===== config.mk =====
export PLATFORM = sky130hd
export DESIGN_NAME = pipe_vect_skid
export DESIGN_NICKNAME = d
export VERILOG_FILES = /design/src/rtl/pipe_vect_skid.sv
export SDC_FILE = /design/constraint.sdc
export NUM_CORES = 1
export LEC_CHECK = 0
export ABC_AREA = 1
export BUFFER_PORTS_ARGS = -buffer_cell sky130_fd_sc_hd__buf_2
export CAP_MARGIN = 5
export CORE_ASPECT_RATIO = 1.2
export CORE_MARGIN = 1.5
export CORE_UTILIZATION = 59
export DETAILED_ROUTE_END_ITERATION = 7
export HOLD_SLACK_MARGIN = 0.1
export PLACE_DENSITY = 0.85
export SYNTH_ARGS = -nofsm -noshare
export SYNTH_HDL_FRONTEND = slang
export SYNTH_SLANG_ARGS = --single-unit

===== constraint.sdc =====
create_clock -name clk -period 2.5 [get_ports clk]
set_clock_uncertainty 0.2 [all_clocks]
set_input_delay 0.5 -clock clk [delete_from_list [all_inputs] [get_ports clk]]
set_output_delay 0.5 -clock clk [all_outputs]
set_load 0.01 [all_outputs]

===== src/rtl/pipe_vect_skid.sv =====
// Two-entry skid buffer for a scalar plus two lane-masked vectors; one cycle from accept to out_valid.
// in_ready is decoded from registered state only, so downstream stalls never reach upstream combinationally.
module pipe_vect_skid #(
  parameter int WIDTH        = 8,
  parameter int registerSize = 8,
  parameter int vectorSize   = 4
) (
  input  logic                                     clk,
  input  logic                                     reset,
  input  logic                                     flush,
  input  logic                                     in_valid,
  output logic                                     in_ready,
  input  logic [WIDTH-1:0]                         in,
  input  logic [vectorSize-1:0][registerSize-1:0]  vect1,
  input  logic [vectorSize-1:0][registerSize-1:0]  vect2,
  input  logic [vectorSize-1:0]                    lane_mask,
  output logic                                     out_valid,
  input  logic                                     out_ready,
  output logic [WIDTH-1:0]                         out,
  output logic [vectorSize-1:0][registerSize-1:0]  vect1_out,
  output logic [vectorSize-1:0][registerSize-1:0]  vect2_out,
  output logic [1:0]                               occupancy
);

  typedef struct packed {
    logic [WIDTH-1:0]                        scalar;
    logic [vectorSize-1:0][registerSize-1:0] v1;
    logic [vectorSize-1:0][registerSize-1:0] v2;
  } beat_t;

  typedef enum logic [1:0] {
    EMPTY = 2'd0,
    ONE   = 2'd1,
    FULL  = 2'd2
  } state_t;

  state_t state_q, state_d;
  beat_t  main_q, main_d;
  beat_t  skid_q, skid_d;
  beat_t  in_beat;
  logic   in_fire;
  logic   out_fire;

  // Masked-off lanes are stored as zero; the scalar always passes untouched.
  always_comb begin
    in_beat.scalar = in;
    for (int i = 0; i < vectorSize; i++) begin
      in_beat.v1[i] = lane_mask[i] ? vect1[i] : '0;
      in_beat.v2[i] = lane_mask[i] ? vect2[i] : '0;
    end
  end

  assign in_ready  = (state_q != FULL);
  assign out_valid = (state_q != EMPTY);
  assign in_fire   = in_valid & in_ready;
  assign out_fire  = out_valid & out_ready;

  always_comb begin
    state_d = state_q;
    main_d  = main_q;
    skid_d  = skid_q;
    if (flush) begin
      state_d = EMPTY;
      main_d  = '0;
      skid_d  = '0;
    end else begin
      case (state_q)
        EMPTY: begin
          if (in_fire) begin
            main_d  = in_beat;
            state_d = ONE;
          end
        end
        ONE: begin
          if (in_fire && out_fire) begin
            main_d = in_beat;
          end else if (in_fire) begin
            skid_d  = in_beat;
            state_d = FULL;
          end else if (out_fire) begin
            // Output data is left in place; only reset and flush clear it.
            state_d = EMPTY;
          end
        end
        FULL: begin
          if (out_fire) begin
            main_d  = skid_q;
            state_d = ONE;
          end
        end
        default: begin
          state_d = EMPTY;
        end
      endcase
    end
  end

  always_ff @(posedge clk) begin
    if (reset) begin
      state_q <= EMPTY;
      main_q  <= '0;
      skid_q  <= '0;
    end else begin
      state_q <= state_d;
      main_q  <= main_d;
      skid_q  <= skid_d;
    end
  end

  assign out       = main_q.scalar;
  assign vect1_out = main_q.v1;
  assign vect2_out = main_q.v2;
  assign occupancy = 2'(state_q);

endmodule


# --- After elaboration in Yosys (flattened, before gate mapping) ---
# Cells that the tools add are included.
word_totals:
  reg_bits: 146
  out_inout_bits: 76
classes:
  mux: 18
  reduce_logical: 8
  n_eq_ne: 8
  bitwise_logic: 3
op_table:
  columns: ["operator", "count"]
  rows:
  - ["$mux W72", 3]
  - ["$pmux W72 S3", 1]
  - ["$mux W8", 8]
  - ["$mux W2", 5]
  - ["$ne A2 B2 Y1 const B", 5]
  - ["$reduce_and A4 Y1", 2]
  - ["$pmux W2 S3", 1]
  - ["$ne A3 B3 Y1 const B", 1]
  - ["$reduce_and A3 Y1", 1]
  - ["$reduce_bool A3 Y1", 1]
  - ["$and A1 B1 Y1", 2]
  - ["$eq A2 B1 Y1 const B", 1]
  - ["$eq A2 B2 Y1 const B", 1]
  - ["$logic_not A2 Y1", 1]
  - ["$reduce_bool A2 Y1", 1]
  - ["$reduce_or A2 Y1", 1]
  - ["$logic_and A1 B1 Y1", 1]
  - ["$not A1 Y1", 1]

# --- Longest topological paths before layout ---
logic_depth:
  ltp_word: 6
  depth_mapped: 11
  ltp_nobuf: 8

# --- Worst setup path after synthesis ---
# No wires, ideal clock.
synth_timing:
  path_type: "reg-to-output"
  from: "register state_q[0] (netlist: occupancy[0])"
  to: "output port in_ready"
  stages_incl_launch_ff: 6
  n_path_buf: 3
  path_slack_ns: 0.832
  t_required_ns: 1.800
  arrival_time_ns: 0.968
  cell_sequence: "dfxtp_1 > buf_4 > inv_2 > nand2_1 > buf_2 > buf_2"
synth_between:
  elab_chain_cells: 1
synth_rtl:
  columns: ["element", "line", "source"]
  rows:
  - ["start: declaration", "37", "state_t state_q, state_d;"]
  - ["start signal: assignment", "104", "state_q <= state_d;"]
  - ["$ne A2 B2 Y1", "53", "assign in_ready = (state_q != FULL);"]
  - ["end: declaration", "12", "output logic in_ready,"]
# Every way passes these cells.

# --- Final worst setup path ---
# Ends and elaborated chain as after synthesis.

==> results.txt <==
- After layout, the design draws a total of 5.930 mW.
- The critical path in this run is classified as reg2out.
- Pre-CTS worst setup slack: 0.5299 ns
- After legalization and detailed placement, the total HPWL measured 11.23 mm.
- Share of post-route cells with drive strength above 1: 16.32%
- The number of global-route vias before repair came to 6725.
* Layout Utilization: 71.96%
* Number of CTS-inserted buffers: 17
- The top cell type by area accounts for 39.98% of the synthesized area.
* Synth Instances: 1183
- Initial antenna violation count: 0
- Most common cell after layout, fill and taps aside: nand2_1
* CTS Root Cell: clkbuf_16
- The area growth from synthesis to layout is 19.22%.
* Overflow left after global routing: 0
- The floorplan step defined a core boundary enclosing 12110 µm².
- Synthesized net count: 1264
* Flops & latches, synth: 146
- Using the TritonRoute via totals, the vias-per-cell ratio works out to 5.181.
* Chain of cells forming the critical path: inv_2, nand2_2, buf_2
- In the final routed layout, each cell accounts on average for 12.87 µm.
* Width of the die: 104.6 µm
- Final critical-path required period: 2.303 ns
- Clk pin slew, worst setup/hold paths: 0.06 ns
- Placer congestion estimate: 0.8090
- First DRT Iteration DRCs: 548
- In this run the cell area of the synthesized design comes to 7311 µm².
- Count of antenna-violating nets left after detailed routing: 0
- TritonCTS built the clock tree.
- Kind of end point of the critical path: primary output
- After the last flow step, the layout net total stands at 1363.
- After synthesis, the cell types taking the most area are dfxtp_1 40%, nand2_1 18%, nand3_1 9.9%.
- Entering global routing, the biggest net connects 115 pins.
* Number of diodes added for antenna fixing: 0
* Finished Cell Area: 8716 µm²
- Yosys printed 0 warnings.
- The number of different library cells used by synthesis comes to 18.
- For the worst setup path, the data required time is 1.80 ns.
- Counting both buffers and inverters, the worst setup path holds a total of 2.
- The tool flagged a number of max-cap violations equal to 0.
* Crit path max fanout: 16
- Setup violation total in the final timing report: 0
* Tightest Pin Transition: 1.195 ns
* Ports: 157
- Row generation in the floorplan step produced 44 rows.
* Leakage power of the design: 4.571 nW
* Die extent in y: 124.9 µm
- Across the VDD grid, the largest voltage drop is 0.4227 mV.
* Setup Fix Bufs, Post-CTS: 0
- Port Buf Inserts: 156
- The largest total area in the synthesized netlist belongs to dfxtp_1.
- Once the floorplan was initialized, standard cells occupied 60.36% of the core.
* Startpoint types: flop
- After detailed routing, the number of remaining DRC violations is 0.
- Setup repair after global routing missed its margin: false
* Area enclosed by the die boundary: 13070 µm²
- The count of pins over their slew limit came to 0.
* Outcome: completed
- Highest-delay cell along the critical path: dfxtp_1
- Setup slack on the critical path of the routed design comes to 0.1968 ns.
- In this design, the stage delay of the slowest critical-path cell is 0.47 ns.
- No sink is reached through more buffers than the 2 on the longest clock path.
- The kind of cell with the highest combined delay along the critical path is flip-flops.
- Post-CTS repair changed the size of 0 cells.
* Upper clock frequency limit: 0.4342 GHz
- All-Layer GR Usage: 28.87%
- Number of detailed-routing iterations run before antenna repair: 5
- Crit path DAT: 1.60 ns
* Via count: 7533
- Sequential fraction of the synthesis area: 39.98%
- Leading cell types in the layout, fill and taps excluded: 346 x nand2_1, 156 x nor2_1, 156 x buf_2
- Setup TNS: 0 ns
- Clock latency on the worst-skew pair, taken at its later pin, is 0.42 ns.
- Averaged over all synthesized cells, the footprint is 6.180 µm².
- In this run the tightest slew margin relative to its limit is 20.25%.
- Hold repair after CTS inserted 0 buffers.
- Fin. Hold Viols: 0
- In this run the worst hold path is classified as in2reg.
* Share of the clock period used by the worst path after layout: 92.13%
- In this run the cell area measured after placement is 8077 µm².
- Total number of clock tree sinks: 146
- Wire length reported by the detailed router: 18.72 mm
- Global-route wire length before repair: 31.28 mm
- Pwr per Cell Area: 680.3 nW/µm²
- Number of levels in the clock H-tree: 4
## registers in the layout, indices dropped and copies added, names as in the netlist
register	flops
out	8
vect2_out	32
skid_q	72
vect1_out	32
occupancy	2
## report_power, final
part | total [mW] | switching (mW) | internal [mW]
clock | 2.78 | 0.967 | 1.81
combinational | 0.721 | 0.449 | 0.272
sequential | 2.43 | 0.0381 | 2.40
total | 5.93 | 1.45 | 4.48
## worst reg2reg max path: cells and delay by family, from the launching register on
kind,cells,cell delay (ns)
and+or+nand+nor,6,0.72
buffers and inverters,3,0.54
DFF,1,0.47
## area by class of cell
type                       count  area [µm²]
clock buffer                  20       456.7
clock inverter                10       182.7
fill                        1055        3396
inverter                     144       545.5
multi-input combinational    800        3397
sequential                   146        2924
tap                          161       201.4
timing repair buffer         173        1008
## cells by family (layout without fill, tap and decap cells)
family | after synthesis | after routing | synth area share (%)
simple gates | 653 | 653 | 36.20
buf+inv | 237 | 347 | 13.76
compound gates | 147 | 147 | 10.06
flops | 146 | 146 | 39.98
## metal layers
layer / global-route usage (%) / share of wire, % / vias to the layer above
met5: 0 / 0 / -
met4: 10.96 / 2.2 / 0
met3: 5.735 / 7.0 / 27
met2: 48.34 / 48 / 285
met1: 36.77 / 42 / 3384
li1: - / - / 3837
## final timing paths
check	from	endpoint	slack (ns)	cells after the start
worst max-delay path	occupancy[0]	in_ready	0.20	3
worst min register to register	skid_q[62]	skid_q[62]	0.26	2
worst max register to register	occupancy[0]	vect2_out[14]	0.53	9
worst min-delay path	in[4]	skid_q[68]	0.15	3
## per-stage QoR
| step | hold slack [ns] | cells |
|---|---|---|
| floorplan | 0.2447 | 1183 |
| global placement | 0.2514 | 1424 |
| detailed placement | 0.2556 | 1424 |
| CTS | 0.1525 | 1454 |
| global route | 0.1616 | 1454 |
| finish | 0.1542 | 1454 |
## synthesized netlist by cell type
cell type	n
inv_2	2
nand2_2	1
inv_4	1
nor2_2	1
clkbuf_1	36
a21oi_1	106
nand4_1	1
nand3_2	1
buf_1	5
nand3_1	145
buf_4	7
buf_2	40
buf_6	5
nand2_1	347
nor2_1	157
o21ai_0	41
dfxtp_1	146
inv_1	141
No activity file was read; power rests on OpenSTA's default activity.
